File: config.mk
export PLATFORM = sky130hd
export DESIGN_NAME = health_ctrl
export DESIGN_NICKNAME = d
export VERILOG_FILES = /design/src/rtl/health_pkg.sv /design/src/rtl/health_ctrl_frame_tick.sv /design/src/rtl/health_ctrl.sv
export SDC_FILE = /design/constraint.sdc
export NUM_CORES = 1
export LEC_CHECK = 0
export CAP_MARGIN = 20
export CORE_ASPECT_RATIO = 1.4
export CORE_MARGIN = 3
export CORE_UTILIZATION = 30
export CTS_CLUSTER_SIZE = 25
export DETAILED_ROUTE_END_ITERATION = 8
export GPL_TIMING_DRIVEN = 0
export PLACE_DENSITY = 0.57
export SYNTH_ARGS = -nofsm -noshare
export SYNTH_HDL_FRONTEND = slang
export SYNTH_SLANG_ARGS = --single-unit
File: constraint.sdc
create_clock -name clk -period 2.25 [get_ports clk]
set_input_delay 0.675 -clock clk [delete_from_list [all_inputs] [get_ports clk]]
set_output_delay 0.675 -clock clk [all_outputs]
set_load 0.01 [all_outputs]
File: src/rtl/health_pkg.sv
// Shared types and helpers for the player-health game logic.
package health_pkg;

  localparam int unsigned MAX_LIVES = 3;

  typedef enum logic [1:0] {
    IDLE   = 2'd0,
    ALIVE  = 2'd1,
    INVULN = 2'd2,
    DEAD   = 2'd3
  } health_state_t;

  // Life count to per-icon thermometer enable (bit i lights icon i).
  function automatic logic [2:0] lives_to_therm(input logic [1:0] lives);
    logic [2:0] therm;
    case (lives)
      2'd0:    therm = 3'b000;
      2'd1:    therm = 3'b001;
      2'd2:    therm = 3'b011;
      default: therm = 3'b111;
    endcase
    return therm;
  endfunction

endpackage

File: src/rtl/health_ctrl_frame_tick.sv
// Frame tick generator: one-cycle pulse on each rising edge of vblnk.
module frame_tick (
  input  logic clk,
  input  logic rst,
  input  logic vblnk,
  output logic tick
);

  logic r_vblnk;

  // vblnk history for edge detection
  always_ff @(posedge clk) begin
    if (rst) r_vblnk <= 1'b0;
    else     r_vblnk <= vblnk;
  end

  assign tick = vblnk & ~r_vblnk;

endmodule

File: src/rtl/health_ctrl.sv
// Player health controller: lives, post-hit invulnerability with icon blink, game over.
module health_ctrl
  import health_pkg::*;
#(
  parameter int unsigned LIVES         = 3,
  parameter int unsigned INVULN_FRAMES = 120,
  parameter int unsigned BLINK_FRAMES  = 8
) (
  input  logic       clk,
  input  logic       rst,
  input  logic       start_game,
  input  logic       hit,
  input  logic       heal,
  input  logic       vblnk,
  output logic [2:0] health_en,
  output logic       en,
  output logic [1:0] lives,
  output logic       game_over
);

  localparam int unsigned FCW = $clog2(INVULN_FRAMES + 1);
  localparam int unsigned BCW = $clog2(BLINK_FRAMES + 1);

  localparam logic [FCW-1:0] FRAME_LOAD = FCW'(INVULN_FRAMES);
  localparam logic [FCW-1:0] FRAME_ONE  = FCW'(1);
  localparam logic [BCW-1:0] BLINK_LOAD = BCW'(BLINK_FRAMES);
  localparam logic [BCW-1:0] BLINK_ONE  = BCW'(1);
  localparam logic [1:0]     LIVES_LOAD = 2'(LIVES);
  localparam logic [1:0]     LIVES_MAX  = 2'(MAX_LIVES);

  health_state_t  r_state,     w_state;
  logic [1:0]     r_lives,     w_lives;
  logic [2:0]     r_health_en, w_health_en;
  logic           r_en,        w_en;
  logic           r_game_over, w_game_over;
  logic [FCW-1:0] r_frame_cnt, w_frame_cnt;
  logic [BCW-1:0] r_blink_cnt, w_blink_cnt;
  logic           w_tick;

  frame_tick u_frame_tick (
    .clk   (clk),
    .rst   (rst),
    .vblnk (vblnk),
    .tick  (w_tick)
  );

  // Next-state and next-output decode
  always_comb begin
    w_state     = r_state;
    w_lives     = r_lives;
    w_en        = r_en;
    w_game_over = r_game_over;
    w_frame_cnt = r_frame_cnt;
    w_blink_cnt = r_blink_cnt;

    case (r_state)
      IDLE: begin
        w_lives     = 2'd0;
        w_en        = 1'b0;
        w_game_over = 1'b0;
        w_frame_cnt = '0;
        w_blink_cnt = '0;
        if (start_game) begin
          w_state = ALIVE;
          w_lives = LIVES_LOAD;
          w_en    = 1'b1;
        end
      end

      ALIVE: begin
        if (!start_game) begin
          w_state = IDLE;
          w_lives = 2'd0;
          w_en    = 1'b0;
        end else if (hit) begin
          // hit outranks heal; a coincident tick is dropped
          if (r_lives > 2'd1) begin
            w_state     = INVULN;
            w_lives     = r_lives - 2'd1;
            w_en        = 1'b0;
            w_frame_cnt = FRAME_LOAD;
            w_blink_cnt = BLINK_LOAD;
          end else begin
            w_state     = DEAD;
            w_lives     = 2'd0;
            w_en        = 1'b1;
            w_game_over = 1'b1;
          end
        end else if (heal && (r_lives < LIVES_MAX)) begin
          w_lives = r_lives + 2'd1;
        end
      end

      INVULN: begin
        if (!start_game) begin
          w_state     = IDLE;
          w_lives     = 2'd0;
          w_en        = 1'b0;
          w_frame_cnt = '0;
          w_blink_cnt = '0;
        end else begin
          if (heal && (r_lives < LIVES_MAX)) w_lives = r_lives + 2'd1;
          if (w_tick) begin
            if (r_frame_cnt == FRAME_ONE) begin
              w_state     = ALIVE;
              w_en        = 1'b1;
              w_frame_cnt = '0;
              w_blink_cnt = '0;
            end else begin
              w_frame_cnt = r_frame_cnt - FRAME_ONE;
              // counter would hit zero on this tick: reload and flip instead
              if (r_blink_cnt == BLINK_ONE) begin
                w_blink_cnt = BLINK_LOAD;
                w_en        = ~r_en;
              end else begin
                w_blink_cnt = r_blink_cnt - BLINK_ONE;
              end
            end
          end
        end
      end

      DEAD: begin
        w_lives     = 2'd0;
        w_en        = 1'b1;
        w_game_over = 1'b1;
        if (!start_game) begin
          w_state     = IDLE;
          w_en        = 1'b0;
          w_game_over = 1'b0;
        end
      end

      default: begin
        w_state = IDLE;
      end
    endcase

    w_health_en = (w_state == DEAD) ? 3'b000 : lives_to_therm(w_lives);
  end

  // State and registered outputs
  always_ff @(posedge clk) begin
    if (rst) begin
      r_state     <= IDLE;
      r_lives     <= 2'd0;
      r_health_en <= 3'b000;
      r_en        <= 1'b0;
      r_game_over <= 1'b0;
      r_frame_cnt <= '0;
      r_blink_cnt <= '0;
    end else begin
      r_state     <= w_state;
      r_lives     <= w_lives;
      r_health_en <= w_health_en;
      r_en        <= w_en;
      r_game_over <= w_game_over;
      r_frame_cnt <= w_frame_cnt;
      r_blink_cnt <= w_blink_cnt;
    end
  end

  assign health_en = r_health_en;
  assign en        = r_en;
  assign lives     = r_lives;
  assign game_over = r_game_over;

endmodule

==> metrics.md, run 1 <==
| Metric | Value |
|---|---|
| WS Path Type | `in -> reg` |
| Yosys warns | `0` |
| Worst Hold Class | `reg -> reg` |
| CTS tree | `built` |
| Number of global-route vias before repair | `1216` |
| R2R setup slack | `180 ps` |
| Lkg Pwr | `0.596 nW` |
| Critical path endpoint category | `flop` |
| Total power per unit cell area | `520 mW/mm²` |
| Status | `finished, final reports clean` |
| CP required | `2380 ps` |
| Clock latency at the later pin of the worst-skew pair | `260 ps` |
| Detailed Routing Iterations Pass 1 | `4` |
| Worst Clk Skew | `2.23 ps` |
| CTS Buf Count | `3` |
| Minimum clock period | `2140 ps` |
| EDFF count, synth | `0` |
| Detailed Route Iter0 Violations | `27` |
| Core ar. | `between 0.004 and 0.005 mm²` |
| Ports | `13` |
| Post-synthesis register bit count | `21` |
| Antenna diodes | `0` |
| Row count | `28` |
| Post-DRT Antenna Nets | `0` |
| Syn_area_per_cell | `7.96 µm²` |
| Critical path launch point type | `input port` |
| Die Ht | `85.2 µm` |
| Starting Density | `0.315` |
| Library cells used by synthesis | `37` |
| DR WL/cell | `approximately 14 µm` |
| Final setup margin | `114 ps` |
| GPL Wtd Cong | `0.798` |
| Max incr delay on CP | `between 400 and 500 ps` |
| Fmax | `468 MHz` |
| Cell Int Power | `0.000589 W` |
| H-tree levels | `1` |
| PortBufs | `12` |
| Routed via count | `1252` |
| DR DRC count | `0` |
| Tcrit/Tclk final | `0.949` |
| First-pass GRT wire length | `between 5000 and 6000 µm` |
| FF-to-FF Start | `r_state[0]$_SDFF_PP0_` |
| Share of layout cells above drive strength 1 | `0.0757` |
| Leading register cell type out of synthesis | `dfxtp_1` |
| Die width | `62.6 µm` |
| Initial antenna violation count | `0` |
| Hold Vio Cnt, Final | `0` |
| CTS clk-pin slew, worst paths | `80 ps` |
| Sw Ratio | `0.297` |
| Post-DP HPWL | `2520 µm` |
| Setup bufs post-CTS | `0` |
| CTS Buffer Depth | `2` |
| Crit-path slowest cell | `clkdlybuf4s50_1` |
| Die area | `0.00533 mm²` |
| Clk pwr share | `0.302` |
| Syn nets | `between 150 and 200` |
| Crit path cell chain | `clkdlybuf4s50_1 > nand2b_1 > a221o_1 > buf_2 > a221oi_1 > nor3_1` |
| Slew @ Worst Pin | `roughly 530 ps` |
| Max FO, Critical Path | `10` |
| R2R cell count | `8` |
| Max-Cap Viols | `0` |
| Via density | `just over 5` |
| Critical path arrival | `~2300 ps` |
| DRT Wirelength | `3320 µm` |
| RSZ-0062 raised after global routing | `false` |
| CTS resizes | `0` |
| Pin count of the biggest net entering global routing | `13` |
| Min-delay src | `game_over$_SDFFE_PP0P_` |
| Crit Reg-Reg Endpoint | `r_blink_cnt[3]$_SDFFE_PP0P_` |
| Max VDD drop | `0.000309 V` |
| Sequential share of power | `0.484` |
| Dpl ws | `-284 ps` |
| Worst Hold End | `game_over$_SDFFE_PP0P_` |
| Net Switching | `0.000250 W` |
| Cell Area, Synth | `between 0.001 and 0.0015 mm²` |
| Worst relative slew slack | `0.645` |
| Worst Hold Path Cells | `2` |
| Combinational power share | `0.214` |
| Root buffer cell | `clkbuf_8` |
| Gr usage total | `0.129` |
| Seq/Total Area, Yosys | `0.313` |
| Nets@finish | `slightly above 200` |
| Hold buffer count at cts | `0` |
| Synth-to-layout area growth | `19.9%` |
| Sum Neg Setup Slack | `0 ps` |
| Clk sinks | `21` |
| Final setup viols | `0` |
| Ys async rst share | `0` |
| GRT overflow | `0` |
| Cell count after synthesis | `169` |
| Final Max Slew Viols | `0` |
[power by group through the flow]
stage               clock (W)  sequential, W  combinational, W
floorplan                   0       0.000416          0.000111
global placement            0       0.000415          0.000176
detailed placement          0       0.000415          0.000176
CTS                  0.000263       0.000406          0.000177
global route         0.000274       0.000408          0.000199
finish               0.000253       0.000406          0.000180
[cell usage after synthesis (2+ instances only)]
| library cell | count | share of area |
|---|---|---|
| dfxtp_1 | 21 | 0.31 |
| a21oi_1 | 19 | 0.071 |
| nor2_1 | 16 | 0.045 |
| ha_1 | 13 | 0.12 |
| nand2_1 | 12 | 0.033 |
| inv_1 | 9 | 0.025 |
| nor2b_1 | 7 | 0.033 |
| o21ai_1 | 7 | 0.026 |
| a31oi_1 | 6 | 0.028 |
| nand2b_1 | 6 | 0.028 |
| nand3_1 | 6 | 0.022 |
| nor3_1 | 6 | 0.022 |
| o21ai_0 | 4 | 0.015 |
| buf_2 | 3 | 0.011 |
| clkbuf_1 | 3 | 0.0084 |
| nand4b_1 | 3 | 0.020 |
| a211oi_1 | 2 | 0.011 |
| and2_4 | 2 | 0.013 |
| nor3b_1 | 2 | 0.011 |
| nor4_1 | 2 | 0.0093 |
| o31ai_1 | 2 | 0.011 |
| o32ai_1 | 2 | 0.013 |
| or3_1 | 2 | 0.0093 |
[flip-flops by register name, indices dropped and copies added (netlist names)]
register / flops
r_frame_cnt: 7
r_blink_cnt: 4
health_en: 3
lives: 2
r_state: 2
en: 1
game_over: 1
u_frame_tick.r_vblnk: 1
[layout make-up]
| cell class | instances | area [µm²] |
|---|---|---|
| flip-flops and latches | 21 | 420 |
| fillers | 485 | 2660 |
| plain buffers | 7 | 30.0 |
| inverters | 9 | 33.8 |
| multi-input cells | 132 | 882 |
| well taps | 60 | 75.1 |
| clock buffers | 3 | 41.3 |
| repair buffers | 12 | 125 |
| clock inverters | 1 | 5.00 |
[stage by stage]
step                cell area [µm²]  hold slack (ps)  power, W  utilization  std cells
global route                   1610              523  0.000881        0.377        245
floorplan                      1350              462  0.000527            -        169
CTS                            1590              496  0.000847        0.371        245
detailed placement             1540              481  0.000591        0.360        241
finish                         1610              489  0.000839        0.377        245
global placement               1540              479  0.000591        0.360        241
[worst max-delay path: cells and delay by family]
kind | cells | cell delay (ps)
compound gates | 2 | 660
buf+inv | 2 | 700
simple gates | 2 | 230
[worst max path at each step]
| stage | start | end | slack [ps] | cells past startpoint |
|---|---|---|---|---|
| after floorplan | r_state[0]$_SDFF_PP0_ | r_blink_cnt[3]$_SDFFE_PP0P_ | 380 | 8 |
| after detailed placement | start_game | health_en[2]$_SDFF_PP0_ | -280 | 7 |
| final | vblnk | r_blink_cnt[3]$_SDFFE_PP0P_ | 110 | 6 |
| after global routing | vblnk | r_blink_cnt[3]$_SDFFE_PP0P_ | 30 | 6 |
| after global placement | start_game | health_en[2]$_SDFF_PP0_ | -280 | 7 |
| after CTS | start_game | health_en[2]$_SDFF_PP0_ | 7 | 7 |
[logic make-up (layout without fill, tap and decap cells)]
group,after synthesis,count (layout),synth area share
flip-flops,21,21,0.313
buffers and inverters,16,32,0.0474
AO/OA/AOI/OAI,51,51,0.241
AND/OR/NAND/NOR,67,67,0.272
XOR/XNOR,1,1,0.00651
adder cells (fa/ha/maj),13,13,0.121
[layout by cell type (no fill, tap or decap), types with 2 or more instances in the layout]
cell / count
a211oi_1: 2
a31oi_1: 5
nand2b_1: 6
nor2_1: 16
o32ai_1: 2
and2_4: 2
inv_1: 9
nor2b_1: 7
ha_1: 13
o21ai_0: 4
nor3_1: 6
clkbuf_8: 3
buf_2: 3
nor4_1: 2
nand2_1: 12
nand3_1: 6
o31ai_1: 2
clkbuf_1: 3
o21ai_1: 7
nand4b_1: 3
dfxtp_1: 21
a21oi_1: 18
dlymetal6s2s_1: 2
nor3b_1: 2
clkdlybuf4s50_1: 10
or3_1: 2
[metal layers]
layer / part of all wire / vias up / global-route usage / wire (µm)
met1: 0.43 / 586 / 0.136 / 1430
met3: 0.020 / 4 / 0.0185 / 68
li1: - / 642 / - / -
met5: 0 / - / 0 / 0
met2: 0.53 / 20 / 0.248 / 1760
met4: 0.018 / 0 / 0.0602 / 60
No activity file was read; power rests on OpenSTA's default activity.
==> run 2, diff against run 1 <==
- SKIP_LAST_GASP: not set -> 1
==> results of run 2 <==
Final layout, timing and power as in run 1 (identical DEF).
